$ cat config.mk
export PLATFORM = sky130hd
export DESIGN_NAME = matrix_result_serializer
export DESIGN_NICKNAME = d
export VERILOG_FILES = /design/src/rtl/matrix_result_serializer.sv
export SDC_FILE = /design/constraint.sdc
export NUM_CORES = 1
export LEC_CHECK = 0
export ABC_AREA = 1
export CELL_PAD_IN_SITES_DETAIL_PLACEMENT = 1
export CELL_PAD_IN_SITES_GLOBAL_PLACEMENT = 1
export CORE_AREA = 2 2 92 116
export CTS_CLUSTER_SIZE = 14
export DETAILED_ROUTE_END_ITERATION = 16
export DIE_AREA = 0 0 94 118
export GPL_TIMING_DRIVEN = 0
export MAX_ROUTING_LAYER = met4
export PLACE_DENSITY_LB_ADDON = 0.1
export REMOVE_ABC_BUFFERS = 1
export SETUP_SLACK_MARGIN = 0.1
export SLEW_MARGIN = 5
export SYNTH_ARGS = -nofsm -noshare
export SYNTH_HDL_FRONTEND = slang
export SYNTH_SLANG_ARGS = --single-unit
$ cat constraint.sdc
create_clock -name clk -period 2.8 [get_ports clk]
set_input_delay 0.42 -clock clk [delete_from_list [all_inputs] [get_ports clk]]
set_output_delay 0.42 -clock clk [all_outputs]
set_load 0.1 [all_outputs]
$ cat src/rtl/matrix_result_serializer.sv
// matrix_result_serializer: captures a 3x3 result matrix on a done rising edge and streams it byte-wise over valid/ready.
// Optional feature: define RESULT_CHECKSUM_EN to append an XOR checksum byte (CSUM state).
module matrix_result_serializer (
    input  logic       clk,
    input  logic       rst,
    input  logic [7:0] c0,
    input  logic [7:0] c1,
    input  logic [7:0] c2,
    input  logic [7:0] c3,
    input  logic [7:0] c4,
    input  logic [7:0] c5,
    input  logic [7:0] c6,
    input  logic [7:0] c7,
    input  logic [7:0] c8,
    input  logic       done,
    output logic [7:0] tx_data,
    output logic       tx_valid,
    input  logic       tx_ready,
    output logic       busy,
    output logic       frame_done,
    output logic       overrun
);
`ifdef RESULT_CHECKSUM_EN
    typedef enum logic [1:0] {IDLE, SEND, CSUM, FIN} state_t;
`else
    typedef enum logic [1:0] {IDLE, SEND, FIN} state_t;
`endif

    state_t     state_q, state_d;
    logic [3:0] idx_q, idx_d;
    logic       done_d_q, done_d_d;
    logic       overrun_q, overrun_d;
    logic [7:0] cap_q [9];
    logic [7:0] cap_d [9];
    logic       start, fire;

`ifdef RESULT_CHECKSUM_EN
    logic [7:0] csum;
    // XOR of the captured matrix, offered as the trailing byte
    always_comb begin
        csum = 8'd0;
        for (int i = 0; i < 9; i++) csum = csum ^ cap_q[i];
    end
`endif

    // Outputs decoded from the current state; the byte comes from the captured copy
    always_comb begin
        tx_valid   = state_q == SEND;
        tx_data    = state_q == SEND ? cap_q[idx_q] : 8'd0;
`ifdef RESULT_CHECKSUM_EN
        if (state_q == CSUM) begin
            tx_valid = 1'b1;
            tx_data  = csum;
        end
`endif
        busy       = state_q != IDLE;
        frame_done = state_q == FIN;
        overrun    = overrun_q;
    end

    // Next-state logic: edge-detect done, capture on start, advance on each handshake
    always_comb begin
        state_d   = state_q;
        idx_d     = idx_q;
        cap_d     = cap_q;
        done_d_d  = done;
        start     = done & ~done_d_q;
        fire      = tx_valid & tx_ready;
        overrun_d = overrun_q | (start & (state_q != IDLE));
        case (state_q)
            IDLE: if (start) begin
                state_d = SEND;
                idx_d   = 4'd0;
                cap_d   = '{c0, c1, c2, c3, c4, c5, c6, c7, c8};
            end
            SEND: if (fire) begin
                idx_d = idx_q == 4'd8 ? 4'd0 : idx_q + 4'd1;
`ifdef RESULT_CHECKSUM_EN
                if (idx_q == 4'd8) state_d = CSUM;
`else
                if (idx_q == 4'd8) state_d = FIN;
`endif
            end
`ifdef RESULT_CHECKSUM_EN
            CSUM: if (fire) state_d = FIN;
`endif
            FIN:     state_d = IDLE;
            default: state_d = IDLE;
        endcase
    end

    // State registers with asynchronous active-low reset that aborts any frame
    always_ff @(posedge clk or negedge rst) begin
        if (!rst) begin
            state_q   <= IDLE;
            idx_q     <= 4'd0;
            done_d_q  <= 1'b0;
            overrun_q <= 1'b0;
            cap_q     <= '{default: 8'd0};
        end else begin
            state_q   <= state_d;
            idx_q     <= idx_d;
            done_d_q  <= done_d_d;
            overrun_q <= overrun_d;
            cap_q     <= cap_d;
        end
    end
endmodule

; Yosys cells after proc, flatten, opt, wreduce, memory -nomap -nowiden
; Index checks and enable logic that the tools add are counted.
[op_classes]
n_eq_ne = 6
n_reduce_logical = 6
n_mul = 0
magnitude_cmp = 1
n_addsub = 1
div_mod_pow = 0
shifts = 0
n_bitwise = 6
mux = 12
[op_table]
columns = cell, n
row1 = $bmux W8 S4, 1
row2 = $mux W8, 3
row3 = $mux W4, 3
row4 = $pmux W4 S2, 1
row5 = $mux W2, 3
row6 = $reduce_and A3 Y1, 2
row7 = $ge A5 B5 Y1 const B, 1
row8 = $not A4 Y5, 1
row9 = $add A4 B1 Y4 const B, 1
row10 = $eq A4 B4 Y1 const B, 1
row11 = $ne A2 B1 Y1 const B, 2
row12 = $pmux W2 S2, 1
row13 = $reduce_bool A2 Y1, 2
row14 = $and A1 B1 Y1, 3
row15 = $eq A2 B1 Y1 const B, 1
row16 = $eq A2 B2 Y1 const B, 1
row17 = $logic_not A2 Y1, 1
row18 = $ne A2 B2 Y1 const B, 1
row19 = $reduce_and A2 Y1, 1
row20 = $not A1 Y1, 1
row21 = $or A1 B1 Y1, 1
[totals]
ram_bits = 0
latchBits = 0
mem_count = 0
out_inout_bits = 12
word_cells = 45
rom_bits = 0
ff_bits = 80

; Longest topological paths before layout
; Gate-level depths: netlist of run 1.
[depth]
word_depth = 5
mapped_depth = 11
depth_no_buf = 9

; Worst setup path before layout of run 1
; No wires, ideal clock.
[synth_timing]
path_kind = register to output
from = register state_q[1]
to = output tx_data[0]
path_buffers = 0
required_time_ps = 2380
path_stages_with_launch = 4
path_slack_ps = -628
t_arrival_ps = 3008
path_cell_list = dfrtp_1 nor2_2 inv_2 a21oi_1
[synth_via]
elab_chain_len = 2
[synth_lines]
columns = item, line
row1 = from (decl), 29  ; state_t state_q, state_d;
row2 = from (signal assigned), 101  ; state_q <= state_d;
row3 = $eq A2 B1 Y1, -
row4 = named net tx_valid, 17  ; output logic tx_valid,
row5 = $mux W8, 49  ; tx_data = state_q == SEND ? cap_q[idx_q] : 8'd0;
row6 = to (decl), 16  ; output logic [7:0] tx_data,
; The timed path passes the listed nets, and every way through them passes these cells.

; Worst setup path in the final report of run 1
[layout_timing]
from = register idx_q[0]
to = output tx_data[3]
[layout_via]
elab_chain_len = 5
[layout_lines]
columns = item, line
row1 = from (decl), 30  ; logic [3:0] idx_q, idx_d;
row2 = from (signal assigned), 102  ; idx_q <= idx_d;
row3 = $not A4 Y5 (implied by the code), 49
row4 = $bmux W8 S4, 49
row5 = $mux W8 (implied by the code) (2 in series), 49
row6 = $mux W8, 49
; Every way passes these cells. The select of a mux whose other input is x is not followed.

==> impl_metrics.csv, run 1 <==
group,metric,value,unit
grt,antenna_found_initial,0,
layout,antenna_cells,0,
layout,utilization,0.516,
routing,route.detailed.drc,0,
power_and_ir_drop,ir_drop,0.745,mV
critical_path,path_cells,"buf_16 -> nor4_4 -> buf_4 -> nand2_1 -> a21oi_1 -> buf_6",
clock_network,cts_hold_buf,0,
floorplanning,start_util,0.393,
placed_design,globalplace.congestion,0.791,
synth,synth_edf_count,0,
synth,ys_async_sr_fraction,1.00,
timing,setup_viol,0,
timing,tightest_slew,0.971,ns
timing,maxSlewHeadroom,0.351,
floorplanning,coreArea,0.0100,mm²
synth,synthTopCellsByArea,"dfrtp_1 (51%), a21oi_1 (8.4%), nand2_1 (7.4%)",
critical_path,crit_path_top_delay_cell,"dfrtp_4",
critical_path,crit_end,"tx_data[3]",
power_and_ir_drop,p_leak,0.00250,µW
floorplanning,die_w,94,µm
synth,yosysWarningCount,0,
synth,synthAdderAreaFrac,0.00636,
synth,synth_top_area_cell,"dfrtp_1",
timing,finalCriticalPeriod,2.56,ns
clock_network,cts_buffer_depth,2,
floorplanning,ios,88,
routing,wl_per_cell,15.1,µm
critical_path,cp_slowest_stage_delay,0.59,ns
placed_design,numPortBuffers,87,
floorplanning,dieArea,0.0111,mm²
grt,overflow,0,
critical_path,worstPathMaxFanout,22,
grt,grt_usage,0.200,
layout,final_cell_mix,"nand2_1 (78), dfrtp_1 (78), nor2_1 (77), clkdlybuf4s50_1 (77), a21oi_1 (66)",
routing,drtIter0Drc,94,
layout,nets,634,
critical_path,reg2reg_from,"idx_q[0]$_DFFE_PN0P_",
timing,fin_crit_sh,0.914,
critical_path,timing.rr.end,"idx_q[2]$_DFFE_PN0P_",
placed_design,dpl_worst_slack,-0.976,ns
synth,yosysTopAreaCellShare,0.509,
clock_network,numCtsBuffers,9,
clock_network,clkTransAtPathRegs,0.06,ns
synth,synth_compound_area_frac,0.0909,
synth,yosysSeqAreaShare,0.509,
layout,synthToLayoutAreaGrowth,31.0,%
placed_design,place_inst,670,
clock_network,clock-sinks,80,
placed_design,dp_hpwl,6680,µm
critical_path,critPathLaunch,"idx_q[0]$_DFFE_PN0P_",
timing,rsz0062_at_grt,"false",
timing,hold_viol_final,0,
synth,synth_top_family_by_area,"simple AND/OR/NAND/NOR gates",
synth,netlist_instances,477,
grt,grt_pass1_vias,3502,
synth,yosys.area_share.simple,0.229,
timing,worst_slack,0.242,ns
critical_path,path_class,"register to output pin",
routing,vias,3387,
run_status,status,"completed",
critical_path,required,2.38,ns
critical_path,crit_path_start_kind,"register",
grt,grt_max_degree,88,
routing,postRouteWirelength,10400,µm
synth,syn_area,0.00394,mm²
clock_network,htree_levels,3,
layout,fill_cells,1196,
clock_network,clk_latency,0.34,ns
synth,ys_seq_elements,80,
layout,drive_gt1_frac,0.102,
run,maxCapViolCount,0,
routing,drtPass1Iterations,4,
critical_path,r2r_cells,9,
timing,skew,0.00495,ns
critical_path,arrival,2.14,ns
floorplanning,die-height,118,µm
critical_path,r2r_slack,0.97,ns
routing,antenna_left,0,
synth,synthXorXnorAreaFrac,0,
grt,grt_pass1_wl,16800,µm
layout,final_cell_count_no_fill,690,
timing,fmax,391,MHz
critical_path,cp-end-kind,"output pin",
power_and_ir_drop,power_density,1160,mW/mm²
floorplanning,rows,41,
clock_network,cts_tree,"done",
synth,synth_cell_types,20,
hold_path,hp-class,"input port to async pin",
routing,via_per_inst,4.91,
synth,syn_area_per_cell,8.25,µm²
timing,slew_violations,0,
synth,synth_mux_area_frac,0.0458,
synth,ys.flop_type,"dfrtp_1",
power_and_ir_drop,power,5980,µW
clock_network,cts_root_buf,"clkbuf_16",
## worst min-delay path by stage
stage                                 end  slack, ns  cells after the start
floorplan            cap_q[0]$_DFFE_PN0P_       0.12                      0
global placement        overrun$_DFF_PN0_       0.45                      1
detailed placement  cap_q[20]$_DFFE_PN0P_       0.45                      1
CTS                 cap_q[20]$_DFFE_PN0P_       0.09                      1
global route        cap_q[12]$_DFFE_PN0P_       0.11                      1
finish              cap_q[12]$_DFFE_PN0P_       0.07                      1
## cells in the mapped netlist, types with 2 or more instances
master / n
nor2_2: 3
mux2_2: 16
buf_4: 9
a21oi_1: 66
ha_1: 2
inv_2: 4
buf_6: 9
nand2_1: 78
nor2_1: 77
nand3_1: 54
inv_1: 63
o21ai_0: 4
dfrtp_1: 80
buf_2: 6
## logic make-up after synthesis
| logic type | Yosys count |
|---|---|
| fa+ha+maj | 2 |
| flops | 80 |
| simple gates | 215 |
| mux | 16 |
| buf+inv | 93 |
| compound gates | 71 |
## sequential cells by signal, indices dropped and copies added, names as in the netlist
name / flops
overrun: 1
state_q: 2
cap_q: 72
done_d_q: 1
idx_q: 4
## per-stage QoR
stage	TNS (ns)	instance area [µm²]	hold WS [ns]
2_1_floorplan	-6.35	3720	0.124
3_3_place_gp	-180.08	4760	0.449
3_5_place_dp	-7.39	4810	0.446
4_1_cts	0	5140	0.0878
5_1_grt	0	5160	0.105
6_report	0	5160	0.0686
## worst max-delay path, delay by kind of cell, from the launching register on
family | cells | cell delay (ns)
flip-flops | 1 | 0.59
buffers and inverters | 3 | 0.67
AND/OR/NAND/NOR | 2 | 0.29
AO/OA/AOI/OAI | 1 | 0.25
## layout make-up
class	instances	area, µm²	share of cell area
Clock inverter	3	40.0	0.00776
Sequential cell	80	2010	0.390
Multi-Input combinational cell	304	1470	0.285
Tap cell	129	161	0.0313
Timing Repair Buffer	93	956	0.185
Inverter	68	259	0.0502
Clock buffer	13	260	0.0505
## timing repair
action | in CTS | in global routing
endpoints found under the setup margin | 12 | 4
setup buffers | 3 | 1
resized for setup | 52 | 3
pin swaps | 1 | 0
## metal layers
metal	global-route usage	wire length, µm	vias up
met5	-	0	-
met4	0.0616	175	0
met3	0.0410	449	18
met2	0.321	5160	65
met1	0.253	4600	1646
li1	-	-	1658
## where the power goes
group | total [µW] | switching (µW) | internal [µW]
combinational | 2790 | 1900 | 888
clock | 1190 | 454 | 737
sequential | 2000 | 302 | 1700
(Power assumes the default switching activity.)
==> run 2: changes to the inputs <==
--- a/config.mk
+++ b/config.mk
@@ -6,6 +6,7 @@
 export NUM_CORES = 1
 export LEC_CHECK = 0
 export ABC_AREA = 1
+export ABC_CLOCK_PERIOD_IN_PS = 2800
 export CELL_PAD_IN_SITES_DETAIL_PLACEMENT = 1
 export CELL_PAD_IN_SITES_GLOBAL_PLACEMENT = 1
 export CORE_AREA = 2 2 92 116
==> results of run 2 <==
Same layout as run 1: the final DEF is identical, and so are final timing and power.
